### config.mk
export PLATFORM = sky130hd
export DESIGN_NAME = lb_byte_bridge
export DESIGN_NICKNAME = d
export VERILOG_FILES = /design/src/rtl/lb_byte_bridge.sv
export SDC_FILE = /design/constraint.sdc
export NUM_CORES = 1
export LEC_CHECK = 0
export ABC_CLOCK_PERIOD_IN_PS = 2100
export CORE_MARGIN = 5
export CORE_UTILIZATION = 47
export DETAILED_ROUTE_END_ITERATION = 8
export PLACE_DENSITY = 0.85
export SLEW_MARGIN = 10
export SYNTH_ARGS = -nofsm -noshare
export SYNTH_HDL_FRONTEND = slang
export SYNTH_SLANG_ARGS = --single-unit
### constraint.sdc
create_clock -name clk_lb -period 2.1 [get_ports clk_lb]
set_clock_uncertainty 0.2 [all_clocks]
set_input_delay 0.21 -clock clk_lb [delete_from_list [all_inputs] [get_ports clk_lb]]
set_output_delay 0.21 -clock clk_lb [all_outputs]
set_load 0.05 [all_outputs]
### src/rtl/lb_byte_bridge.sv
// lb_byte_bridge: turns byte-stream command packets (UART/FTDI side) into
// single-cycle LocalBus write/read strobes and streams read data back out.
// Optional burst transfers are compiled in when LB_BRIDGE_BURST_EN is defined.
module lb_byte_bridge #(
  parameter int unsigned rd_timeout     = 255,
  parameter int unsigned rx_gap_timeout = 65535
) (
  input  logic        clk_lb,
  input  logic        reset,
  input  logic [7:0]  rx_d,
  input  logic        rx_rdy,
  output logic [7:0]  tx_d,
  output logic        tx_rdy,
  input  logic        tx_busy,
  output logic        lb_wr,
  output logic        lb_rd,
  output logic [31:0] lb_addr,
  output logic [31:0] lb_wr_d,
  input  logic [31:0] lb_rd_d,
  input  logic        lb_rd_rdy,
  output logic        err_pulse
);

  localparam int unsigned CNT_MAX = (rd_timeout > rx_gap_timeout) ? rd_timeout : rx_gap_timeout;
  localparam int unsigned CW      = $clog2(CNT_MAX + 1);
  localparam logic [CW-1:0] RD_LIM   = CW'(rd_timeout);
  localparam logic [CW-1:0] RD_LAST  = CW'(rd_timeout - 1);
  localparam logic [CW-1:0] GAP_LIM  = CW'(rx_gap_timeout);
  localparam logic [CW-1:0] GAP_LAST = CW'(rx_gap_timeout - 1);

  typedef enum logic [2:0] {
    S_IDLE, S_ADDR, S_WDATA, S_WR, S_RD, S_WAIT, S_TX
  } state_t;

  state_t        state, state_d;
  logic [1:0]    bcnt;      // byte index within the current 4-byte field
  logic [CW-1:0] cnt;       // rx gap counter in ADDR/WDATA, read wait counter in WAIT
  logic          is_rd;
  logic [3:0]    beats;     // transactions still to follow the current one
  logic [31:0]   rdata;     // read data, shifted out MSB first
  logic          tx_gap;    // forces an idle cycle after each tx pulse
  logic          cmd_ok;
  logic [3:0]    cmd_beats;
  logic          more;
  logic          gap_hit;
  logic          rd_hit;

  assign tx_d    = rdata[31:24];
  assign more    = (beats != '0);
  assign gap_hit = (cnt == GAP_LAST);
  assign rd_hit  = (cnt == RD_LAST);

  // Command byte decode: low nibble selects write/read, high nibble is burst length
  always_comb begin
`ifdef LB_BRIDGE_BURST_EN
    cmd_ok    = (rx_d[3:1] == 3'd0);
    cmd_beats = rx_d[7:4];
`else
    cmd_ok    = (rx_d[7:1] == 7'd0);
    cmd_beats = '0;
`endif
  end

  // State register
  always_ff @(posedge clk_lb) begin
    if (reset) state <= S_IDLE;
    else       state <= state_d;
  end

  // Next-state and strobe outputs
  always_comb begin
    state_d   = state;
    lb_wr     = 1'b0;
    lb_rd     = 1'b0;
    tx_rdy    = 1'b0;
    err_pulse = 1'b0;
    case (state)
      S_IDLE: begin
        if (rx_rdy) begin
          if (cmd_ok) state_d = S_ADDR;
          else        err_pulse = 1'b1;
        end
      end
      S_ADDR: begin
        if (rx_rdy) begin
          if (bcnt == 2'd3) state_d = is_rd ? S_RD : S_WDATA;
        end else if (gap_hit) begin
          err_pulse = 1'b1;
          state_d   = S_IDLE;
        end
      end
      S_WDATA: begin
        if (rx_rdy) begin
          if (bcnt == 2'd3) state_d = S_WR;
        end else if (gap_hit) begin
          err_pulse = 1'b1;
          state_d   = S_IDLE;
        end
      end
      S_WR: begin
        lb_wr   = 1'b1;
        state_d = more ? S_WDATA : S_IDLE;
      end
      S_RD: begin
        lb_rd   = 1'b1;
        state_d = S_WAIT;
      end
      S_WAIT: begin
        // data arriving on the expiry cycle takes priority over the timeout
        if (lb_rd_rdy) begin
          state_d = S_TX;
        end else if (rd_hit) begin
          err_pulse = 1'b1;
          state_d   = S_TX;
        end
      end
      S_TX: begin
        if (!tx_busy && !tx_gap) begin
          tx_rdy = 1'b1;
          if (bcnt == 2'd3) state_d = more ? S_RD : S_IDLE;
        end
      end
      default: state_d = S_IDLE;
    endcase
  end

  // Datapath: field shifting, counters, read data capture and burst address stepping
  always_ff @(posedge clk_lb) begin
    if (reset) begin
      bcnt    <= '0;
      cnt     <= '0;
      is_rd   <= 1'b0;
      beats   <= '0;
      rdata   <= '0;
      tx_gap  <= 1'b0;
      lb_addr <= '0;
      lb_wr_d <= '0;
    end else begin
      tx_gap <= tx_rdy;
      case (state)
        S_IDLE: begin
          bcnt <= '0;
          cnt  <= '0;
          if (rx_rdy && cmd_ok) begin
            is_rd <= rx_d[0];
            beats <= cmd_beats;
          end
        end
        S_ADDR: begin
          if (rx_rdy) begin
            lb_addr <= {lb_addr[23:0], rx_d};
            bcnt    <= bcnt + 2'd1;
            cnt     <= '0;
          end else if (cnt != GAP_LIM) begin
            cnt <= cnt + CW'(1);
          end
        end
        S_WDATA: begin
          if (rx_rdy) begin
            lb_wr_d <= {lb_wr_d[23:0], rx_d};
            bcnt    <= bcnt + 2'd1;
            cnt     <= '0;
          end else if (cnt != GAP_LIM) begin
            cnt <= cnt + CW'(1);
          end
        end
        S_WR: begin
          cnt <= '0;
          if (more) begin
            beats   <= beats - 4'd1;
            lb_addr <= lb_addr + 32'd4;
          end
        end
        S_RD: begin
          cnt <= '0;
        end
        S_WAIT: begin
          if (lb_rd_rdy)           rdata <= lb_rd_d;
          else if (rd_hit)         rdata <= 32'hDEADBEEF;
          else if (cnt != RD_LIM)  cnt   <= cnt + CW'(1);
        end
        S_TX: begin
          if (tx_rdy) begin
            rdata <= {rdata[23:0], 8'h00};
            bcnt  <= bcnt + 2'd1;
            if (bcnt == 2'd3 && more) begin
              beats   <= beats - 4'd1;
              lb_addr <= lb_addr + 32'd4;
            end
          end
        end
        default: ;
      endcase
    end
  end

endmodule

Word level (Yosys, flattened, before mapping)
Cells that the tools add are included.
W data, S select, Z words.
{"block": "totals", "register_bits": 123, "inputBits": 45}
{"block": "classes", "add_sub_neg": 4, "n_eq_ne": 28, "n_mux": 49, "reduce_logical": 23}
{"operator": "$mux W32", "n": 7}
{"operator": "$pmux W32 S3", "n": 1}
{"operator": "$mux W16", "n": 5}
{"operator": "$pmux W32 S2", "n": 1}
{"operator": "$pmux W16 S3", "n": 1}
{"operator": "$mux W3", "n": 13}
{"operator": "$add A32 B3 Y32 const B", "n": 1}
{"operator": "$ne A2 B2 Y1 const B", "n": 12}
{"operator": "$pmux W3 S7", "n": 1}
{"operator": "$add A16 B1 Y16 const B", "n": 1}
{"operator": "$eq A16 B16 Y1 const B", "n": 1}
{"operator": "$eq A16 B8 Y1 const B", "n": 1}
{"operator": "$mux W4", "n": 4}
{"operator": "$ne A16 B16 Y1 const B", "n": 1}
{"operator": "$ne A16 B8 Y1 const B", "n": 1}
{"operator": "$reduce_and A5 Y1", "n": 3}
{"operator": "$pmux W4 S3", "n": 1}
{"operator": "$reduce_bool A3 Y1", "n": 4}
{"operator": "$mux W1", "n": 10}
{"operator": "$eq A3 B3 Y1 const B", "n": 3}
{"operator": "$ne A3 B3 Y1 const B", "n": 3}
{"operator": "$logic_not A7 Y1", "n": 1}
{"operator": "$reduce_and A7 Y1", "n": 1}
{"operator": "$eq A3 B2 Y1 const B", "n": 2}
{"operator": "other kinds (18)", "n": 25}

Logic depth before layout (Yosys ltp)
Gate-level depths: netlist of the first run.
{"block": "logic_depth", "ltp_word": 6, "mapped_depth": 10}

Worst setup path before layout of the first run
Ideal clock, no wire load.
{"block": "synth_path", "path_kind": "reg-to-reg", "startpoint": "register state[1]", "endpoint": "register bcnt[0]", "setup_time_ps": 70, "t_arrival_ps": 2699, "required_time_ps": 1830, "setup_slack_ps": -869, "path_stages_with_launch": 8, "path_buffers": 1, "path_cell_list": "dfxtp_1 buf_2 nor2b_1 nand2_1 nor3_1 nor2_1 or3_1 a21oi_1"}
{"block": "synth_between", "elab_chain_len": 4}
{"element": "start: declaration", "line_no": "35", "rtl": "state_t state, state_d;"}
{"element": "start signal: assignment", "line_no": "67", "rtl": "else state <= state_d;"}
{"element": "$eq A3 B3 Y1", "line_no": "77", "rtl": "case (state)"}
{"element": "$mux W1", "line_no": "77"}
{"element": "net tx_rdy", "line_no": "13", "rtl": "output logic tx_rdy,"}
{"element": "$ne A2 B2 Y1 (no source line)"}
{"element": "$reduce_and A3 Y1 (no source line)"}
{"element": "end signal: assignment", "line_no": "152", "rtl": "bcnt <= bcnt + 2'd1;"}
{"element": "end signal: assignment", "line_no": "161", "rtl": "bcnt <= bcnt + 2'd1;"}
{"element": "end signal: assignment", "line_no": "185", "rtl": "bcnt <= bcnt + 2'd1;"}
{"element": "end: declaration", "line_no": "36", "rtl": "logic [1:0] bcnt;"}
The timed path passes the listed nets, and every way through them passes these cells.
A chain may end at the register's enable or synchronous reset.

Worst setup path in the final report of the first run
{"block": "layout_path", "startpoint": "register cnt[13]", "endpoint": "output err_pulse"}
{"block": "layout_between", "elab_chain_len": 4}
{"element": "start: declaration", "line_no": "37", "rtl": "logic [CW-1:0] cnt;"}
{"element": "start signal: assignment", "line_no": "155", "rtl": "cnt <= cnt + CW'(1);"}
{"element": "start signal: assignment", "line_no": "164", "rtl": "cnt <= cnt + CW'(1);"}
{"element": "start signal: assignment", "line_no": "180", "rtl": "else if (cnt != RD_LIM) cnt <= cnt + CW'(1);"}
{"element": "$eq A16 B8 Y1 or $eq A16 B16 Y1 (tied branches)", "line_no": "51, 50"}
{"element": "$mux W1 (on tied branches)", "line_no": "112, 87, 95"}
{"element": "$mux W1 (on tied branches)", "line_no": "110, 85"}
{"element": "$pmux W1 S3 *", "line_no": "77"}
{"element": "end: declaration", "line_no": "21", "rtl": "output logic err_pulse"}
Mark *: on every way between the ends. The rest lies on a longest branch, timed or not.

==> implementation parameters, run 1 <==
Parameter                              Value

Power and ir drop
  Part of the total power dissipated in combinational logic ... 31.6%
  Internal cell power ... 5.50 mW
  Max IR drop VDD ... 0.522 mV
  Power density normalized to cell area ... 795 nW/um2
  Seq pwr share ... 32.6%
  Switching power total ... 2.70 mW
  Leakage power of the design ... 3.75 nW
  Clk network pwr share ... 35.8%
  Switching fraction of total power ... 32.9%

Route
  Per-cell via count in the routed design ... 6.29
  DR vias ... 7644
  Antenna violation net count after detailed routing ... 0
  Total detailed-routing wirelength ... 25600 um
  Wire per inst ... 21.0 um
  DRT Pass-1 Iters ... 6
  DRC violation count after routing ... 0
  Iteration-0 DRC Markers ... 917

Die
  I/O pin count ... 121
  Die area ... 15800 um2
  Floorplan row count ... 42
  Die Span X ... 126 um
  Standard cell core area ... 13200 um2
  Die Ht ... 126 um
  Effective utilization at floorplan ... 47.6%

Placed design
  Pre-CTS worst setup slack ... -0.446 ns
  Area post-placement ... 8520 um2
  PortBufs ... 120
  Hpwl dp ... 12900 um
  Placer Congestion ... 0.882

Yosys
  Mean cell area of the mapped netlist ... 7.78 um2
  Fraction of synthesis flops using an asynchronous set or reset pin ... 0%
  Post-Synthesis Cells ... 808
  Total of warnings raised by yosys ... 0
  Sequential area share after synthesis ... 39.2%
  Total nets after synthesis ... 858
  Flop and latch count out of synthesis ... 123
  Post-synth EDFFs ... 0
  Top FF cell, synth ... sky130_fd_sc_hd__dfxtp_1
  Cell area after technology mapping ... 6280 um2
  Unique cell type count in the Yosys netlist ... 66

Worst setup path
  Critical Path Max Stage Delay ... 0.44 ns
  Type of element launching the critical path ... flip-flop
  Critical Path Most Common Cell ... sky130_fd_sc_hd__o211ai_1
  Arr. time, crit path ... 2.07 ns
  Capturing element type of the critical path ... primary output
  Data required time at the worst endpoint ... 1.69 ns
  Chain of cells forming the critical path ... buf_4 > and4_4 > nand2_1 > nor2_2 > o211ai_1 > o211ai_1 > clkbuf_16
  Peak fanout along the critical path ... 5
  Critical-path cell with the highest stage delay ... sky130_fd_sc_hd__dfxtp_1
  Critical setup path kind ... reg -> out

Timing
  RSZ-0062 raised after global routing ... yes
  Count of final max-slew check failures ... 0
  Setup WS post-layout ... -0.379 ns
  F_max ... 403 MHz
  Tmin final ... 2.48 ns
  Worst-margin pin slew ... 0.651 ns
  Number of hold-slack violations in the final timing report ... 0
  Post-route fraction of the period consumed by the critical path ... 118%
  Final count of negative-setup-slack endpoints ... 72
  Normalized max-slew margin ... 55.5%

Global routing
  Vias in the first global route ... 6625
  Antenna violations before repair ... 0
  Remaining Overflow, GRT ... 0
  Overall Global Routing Usage ... 25.0%
  Largest net degree at the start of global routing ... 51
  Wire length of the first global-routing pass ... 32900 um

Hold path
  Class of the most critical hold timing path ... in -> reg

Cells and area
  NumNets Final ... 1078
  Diodes inserted ... 0
  Layout filler cell count ... 777
  Most common library cell in the layout ignoring fill and taps ... sky130_fd_sc_hd__nand2_1
  Area delta synth->final ... 64.4%
  Commonest cells after routing, fill and taps aside ... sky130_fd_sc_hd__nand2_1, sky130_fd_sc_hd__buf_4, sky130_fd_sc_hd__clkdlybuf4s50_1
  Share of layout cells above drive strength 1 ... 35.5%
  Non-Filler Cell Area, Final ... 10300 um2

Clocking
  Total CTS buffers ... 17
  Maximum count of clock buffers along a single path ... 2
  Maximum level of the CTS H-tree ... 4
  Worst-Skew Late Latency ... 0.42 ns
  Root buf cell ... sky130_fd_sc_hd__clkbuf_16
  Clock Pin Slew Worst Setup and Hold Paths ... 0.06 ns
  Hold bufs inserted after CTS ... 0
  TritonCTS clock tree ... yes
  Total number of clock tree sinks ... 123

Run status
  Failing checks ... negative setup slack
  Outcome ... finished with violations

Job
  Number of max-cap violations ... 0
==> power by group through the flow <==
stage                     Clock [mW]  Sequential (mW)  Combinational, mW
after floorplan                    0             2.94              0.855
after global placement             0             2.68               1.94
after detailed placement           0             2.68               1.98
after CTS                       2.93             2.65               2.15
after global routing            3.07             2.68               2.70
final                           2.94             2.68               2.59
==> registers in the layout, summed over array words and instances (netlist names) <==
name / flops
lb_addr: 32
lb_wr_d: 32
rdata: 32
cnt: 16
beats: 4
state: 3
bcnt: 2
is_rd: 1
tx_gap: 1
==> through the flow <==
step           hold slack [ns]  util, %  cells  power, mW  setup TNS (ns)
2_1_floorplan           0.0887        -    808       3.79           -1.25
3_3_place_gp             0.238     64.6   1146       4.62          -11.89
3_5_place_dp             0.244     64.6   1146       4.66          -18.64
4_1_cts                 0.0691     72.3   1189       7.74           -2.55
5_1_grt                  0.128     78.3   1215       8.46          -14.96
6_report                0.0929     78.3   1215       8.21           -9.56
==> critical path, delay by kind of cell (launching register included) <==
kind / cells / cell delay, ns
AND/OR/NAND/NOR: 3 / 0.47
flip-flops: 1 / 0.44
AO/OA/AOI/OAI: 2 / 0.31
buffers and inverters: 2 / 0.44
==> what timing repair did <==
| action | in CTS | in global routing |
|---|---|---|
| resized for setup | 77 | 139 |
| setup buffers | 9 | 21 |
| setup endpoints to repair | 88 | 93 |
| cloned | 4 | 8 |
| pin swaps | 32 | 76 |
==> cells in the mapped netlist, drive strengths merged (3+ instances only) <==
master	instances	share of area, %
a2111oi	3	0.82
a211oi	17	2.0
a21o	5	0.72
a21oi	105	8.4
a311oi	11	1.5
a31oi	5	0.50
and2	5	0.50
and3	7	0.70
and4	6	0.92
buf	24	2.4
clkbuf	48	2.9
dfxtp	123	39
ha	5	1.0
inv	8	0.48
mux2i	4	0.64
nand2	147	8.8
nand2b	11	1.1
nand3	36	2.9
nand3b	22	2.6
nand4	12	1.4
nor2	56	3.4
nor2b	9	0.90
nor3	10	0.80
nor3b	3	0.36
nor4	12	1.7
o211ai	21	2.5
o21ai	28	2.2
o22ai	8	0.80
o31ai	6	0.72
or2	3	0.30
or3	9	0.90
or4	4	0.48
xnor2	10	1.4
==> cells by family after synthesis <==
kind of cell | after synthesis | share of synthesized area, %
AOI/OAI and AO/OA | 226 | 22.8
xor gates and xnor gates | 11 | 1.53
adders and majority gates | 5 | 0.996
buffers and inverters | 80 | 5.74
DFF | 123 | 39.2
muxes | 4 | 0.637
and+or+nand+nor | 359 | 29.1
==> metal layers <==
layer	vias to the layer above	wire length, um	global-route usage, %
li1	3343	-	-
met1	3574	9130	30.2
met2	556	12600	43.0
met3	171	2170	5.63
met4	0	1640	10.2
met5	-	0	0
==> cell type report <==
class / count / area, um2 / area share [%]
clock buffers: 23 / 499 / 4.83
multi-input cells: 605 / 4190 / 40.5
flip-flops and latches: 123 / 2540 / 24.6
clock inverters: 7 / 86.3 / 0.836
well taps: 176 / 220 / 2.13
inverters: 8 / 30.0 / 0.291
repair buffers: 273 / 2770 / 26.8
==> final timing paths <==
kind	from	end	slack (ns)	depth (start not counted)
worst max-delay path	cnt[13]	err_pulse	-0.38	7
worst min-delay path	reset	lb_addr[8]	0.09	2
worst max register to register	cnt[0]	cnt[13]	-0.29	8
worst min register to register	lb_wr_d[29]	lb_wr_d[29]	0.25	2
Power figures use the tool's default switching activity.
==> inputs of run 2 (changes only) <==
--- a/config.mk
+++ b/config.mk
@@ -9,6 +9,7 @@
 export CORE_MARGIN = 5
 export CORE_UTILIZATION = 47
 export DETAILED_ROUTE_END_ITERATION = 8
+export GPL_TIMING_DRIVEN = 1
 export PLACE_DENSITY = 0.85
 export SLEW_MARGIN = 10
 export SYNTH_ARGS = -nofsm -noshare
==> results of run 2 <==
The final DEF is identical to that of run 1; final timing and power are the same.
==> inputs of run 3 (changes only) <==
--- a/config.mk
+++ b/config.mk
@@ -5,12 +5,13 @@
 export SDC_FILE = /design/constraint.sdc
 export NUM_CORES = 1
 export LEC_CHECK = 0
+export ABC_AREA = 1
 export ABC_CLOCK_PERIOD_IN_PS = 2100
 export CORE_MARGIN = 5
 export CORE_UTILIZATION = 47
 export DETAILED_ROUTE_END_ITERATION = 8
 export GPL_TIMING_DRIVEN = 1
-export PLACE_DENSITY = 0.85
+export PLACE_DENSITY = 0.84
 export SLEW_MARGIN = 10
 export SYNTH_ARGS = -nofsm -noshare
 export SYNTH_HDL_FRONTEND = slang
==> implementation parameters, run 3 <==
Parameter                              Value

Run status
  Outcome ... finished clean

Yosys
  Unique cell type count in the Yosys netlist ... 41 (-38%)
  Mean cell area of the mapped netlist ... 6.23 um2 (-20%)
  Most common library cells after synthesis ... sky130_fd_sc_hd__nand2_1, sky130_fd_sc_hd__nor2_1, sky130_fd_sc_hd__dfxtp_1, sky130_fd_sc_hd__nand3_1, sky130_fd_sc_hd__o21ai_0
  Post-Synthesis Cells ... 1140 (+41%)
  Area share of the leading cell type in the synthesized netlist ... 34.7% (-4.5 points)
  Fraction of synthesis flops using an asynchronous set or reset pin ... 0% (unchanged)
  Top FF cell, synth ... sky130_fd_sc_hd__dfxtp_1
  Post-synth EDFFs ... 0 (unchanged)
  Top cells by area, synth ... sky130_fd_sc_hd__dfxtp_1, sky130_fd_sc_hd__nand2_1, sky130_fd_sc_hd__nor2_1, sky130_fd_sc_hd__nand3_1, sky130_fd_sc_hd__o21ai_0
  Cell area after technology mapping ... 7100 um2 (+13%)
  Total nets after synthesis ... 1190 (+39%)
  Largest area contributor in the netlist ... sky130_fd_sc_hd__dfxtp_1
  Total of warnings raised by yosys ... 0 (unchanged)
  Most common cell in the synthesized netlist ... sky130_fd_sc_hd__nand2_1
  Sequential area share after synthesis ... 34.7% (-4.5 points)
  Flop and latch count out of synthesis ... 123 (unchanged)

Worst setup path
  Chain of cells forming the critical path ... nand2_2 > inv_1 > nand2_2 > nor2_4 > buf_6 > nand2_4 > o221ai_4 > buf_12
  Capturing element type of the critical path ... primary output
  Critical Path Most Common Cell ... sky130_fd_sc_hd__nand2_2
  Peak fanout along the critical path ... 3 (-2)
  Critical Path Max Stage Delay ... 0.34 ns (-0.10 ns)
  Reg2Reg Depth ... 10 (+2)
  Data required time at the worst endpoint ... 1.69 ns (about the same)
  Arr. time, crit path ... 1.67 ns (-0.40 ns)
  Critical-path cell with the highest stage delay ... sky130_fd_sc_hd__dfxtp_2
  Beginning of the worst register-to-register path ... cnt[12]
  Critical setup path kind ... reg -> out
  Capture instance of the worst register-to-register path ... rdata[26]
  Slack of the worst reg-to-reg path ... 0.10 ns (+0.39 ns)
  Type of element launching the critical path ... flip-flop

Timing
  Setup WS post-layout ... 0.0220 ns (+0.401 ns)
  Count of final max-slew check failures ... 0 (unchanged)
  F_max ... 481 MHz (+19%)
  Normalized max-slew margin ... 64.6% (+9.1 points)
  RSZ-0062 raised after global routing ... yes
  Tmin final ... 2.08 ns (-0.401 ns)
  Total negative slack for setup checks ... 0 ns (+9.56 ns)
  Post-route fraction of the period consumed by the critical path ... 99.0% (-19 points)
  Final count of negative-setup-slack endpoints ... 0 (-100%)
  Worst-margin pin slew ... 0.530 ns (-0.121 ns)
  Number of hold-slack violations in the final timing report ... 0 (unchanged)

Clocking
  Total CTS buffers ... 17 (unchanged)
  Total number of clock tree sinks ... 123 (unchanged)
  Root buf cell ... sky130_fd_sc_hd__clkbuf_16
  Maximum count of clock buffers along a single path ... 2 (unchanged)
  TritonCTS clock tree ... yes
  Clock Pin Slew Worst Setup and Hold Paths ... 0.06 ns (about the same)
  Worst-Skew Late Latency ... 0.42 ns (about the same)
  Maximum level of the CTS H-tree ... 4 (unchanged)

Route
  Wire per inst ... 14.2 um (-33%)
  Antenna violation net count after detailed routing ... 0 (unchanged)
  DRT Pass-1 Iters ... 8 (+2)
  DR vias ... 7952 (+4.0%)
  Iteration-0 DRC Markers ... 882 (-3.8%)
  Total detailed-routing wirelength ... 21000 um (-18%)
  Per-cell via count in the routed design ... 5.36 (-15%)
  DRC violation count after routing ... 0 (unchanged)

Placed design
  PortBufs ... 120 (unchanged)
  Cell count after placement ... 1439 (+26%)
  Placer Congestion ... 0.958 (+8.7%)
  Pre-CTS worst setup slack ... -0.150 ns (+0.296 ns)
  Hpwl dp ... 14100 um (+9.7%)

Global routing
  Antenna violations before repair ... 0 (unchanged)
  Overall Global Routing Usage ... 22.9% (-2.1 points)
  Remaining Overflow, GRT ... 0 (unchanged)
  Vias in the first global route ... 7066 (+6.7%)
  Largest net degree at the start of global routing ... 75 (+47%)
  Wire length of the first global-routing pass ... 34000 um (+3.3%)

Die
  Die area ... 17700 um2 (+12%)
  Floorplan row count ... 45 (+7.1%)
  Standard cell core area ... 15000 um2 (+14%)
  Effective utilization at floorplan ... 47.2% (-0.40 points)
  Die Span X ... 133 um (+5.8%)
  I/O pin count ... 121 (unchanged)
  Die Ht ... 133 um (+5.8%)

Hold path
  Launch point of the worst hold path ... reset
  Hold Path End ... cnt[1]
  Class of the most critical hold timing path ... in -> reg
  WHS Path Cells ... 3 (+1)

Cells and area
  Diodes inserted ... 0 (unchanged)
  Registers with the most flip-flops ... lb_addr (32), lb_wr_d (32), rdata (32)
  Post-route non-filler standard cell count ... 1483 (+22%)
  Core occupancy in the finished layout ... 64.1% (-14 points)
  NumNets Final ... 1333 (+24%)
  Commonest cells after routing, fill and taps aside ... sky130_fd_sc_hd__nand2_1, sky130_fd_sc_hd__nor2_1, sky130_fd_sc_hd__nand3_1
  Most common library cell in the layout ignoring fill and taps ... sky130_fd_sc_hd__nand2_1
  Layout filler cell count ... 1297 (+67%)
  Share of layout cells above drive strength 1 ... 13.9% (-22 points)
  Area delta synth->final ... 35.8%

Power and ir drop
  Power density normalized to cell area ... 711 nW/um2 (-11%)
  Max IR drop VDD ... 0.641 mV (+23%)
  Pwr Total ... 6.86 mW (-16%)
  Leakage power of the design ... 3.83 nW (+2.3%)

Job
  Number of max-cap violations ... 0 (unchanged)
[run 3: changes by cell type after synthesis, sizes merged, moves of 13 or more]
cell / delta
nand2: +191
clkbuf: -14
o211ai: -13
o21ai: +63
a21oi: -20
nor2: +117
nand3b: -14
a211oi: -16
inv: +73
nand3: +83
[run 3: worst max-delay path by stage]
stage	startpoint	end	cells past startpoint
6_report	cnt[4]	err_pulse	8
3_5_place_dp	rx_rdy	cnt[14]	11
2_1_floorplan	lb_addr[7]	lb_addr[21]	9
4_1_cts	cnt[8]	err_pulse	7
5_1_grt	cnt[13]	err_pulse	7
3_3_place_gp	rx_rdy	cnt[1]	12
[run 3: worst max-delay path: cells and delay by family (launching register included)]
family	cells	cell delay, ns
DFF	1	0.34
AOI/OAI and AO/OA	1	0.16
and+or+nand+nor	4	0.37
buffers and inverters	3	0.38
[run 3: where the power goes]
group	internal, mW	total [mW]	switching, mW
Clock	1.77	2.94	1.18
Combinational	0.542	1.38	0.833
Sequential	2.42	2.54	0.118
[run 3: final cells by class]
cell class	instances	area (um2)	area share [%]
Inverter	81	307	3.18
Clock inverter	14	163	1.69
Timing Repair Buffer	188	1900	19.7
Multi-Input combinational cell	872	4120	42.7
Sequential cell	123	2490	25.9
Clock buffer	17	425	4.41
Tap cell	188	235	2.44
[run 3: logic make-up after synthesis]
| kind of cell | share of synthesized area [%] |
|---|---|
| AO/OA/AOI/OAI | 14.6 |
| XOR/XNOR | 0.987 |
| adder cells (fa/ha/maj) | 0.881 |
| buffers and inverters | 9.15 |
| flip-flops | 34.7 |
| multiplexers | 0.141 |
| AND/OR/NAND/NOR | 39.5 |
[run 3: timing repair]
action                     4_1_cts  5_1_grt
gates cloned                     0        2
pin swaps                        5        5
hold buffers                     0        0
gates resized for setup         50       33
setup endpoints to repair       38       38
setup buffers                    5        6
[run 3: stage by stage]
step / instance area, um2 / hold slack, ns
2_1_floorplan: 7120 / 0.0887
3_3_place_gp: 8710 / 0.248
3_5_place_dp: 8710 / 0.252
4_1_cts: 9420 / 0.0964
5_1_grt: 9640 / 0.118
6_report: 9640 / 0.0875
[run 3: layer usage]
metal | global-route usage, % | vias up | routed length (um)
li1 | - | 3984 | -
met1 | 31.0 | 3619 | 8990
met2 | 36.3 | 316 | 10100
met3 | 5.51 | 33 | 1580
met4 | 6.35 | 0 | 325
met5 | 0 | - | 0
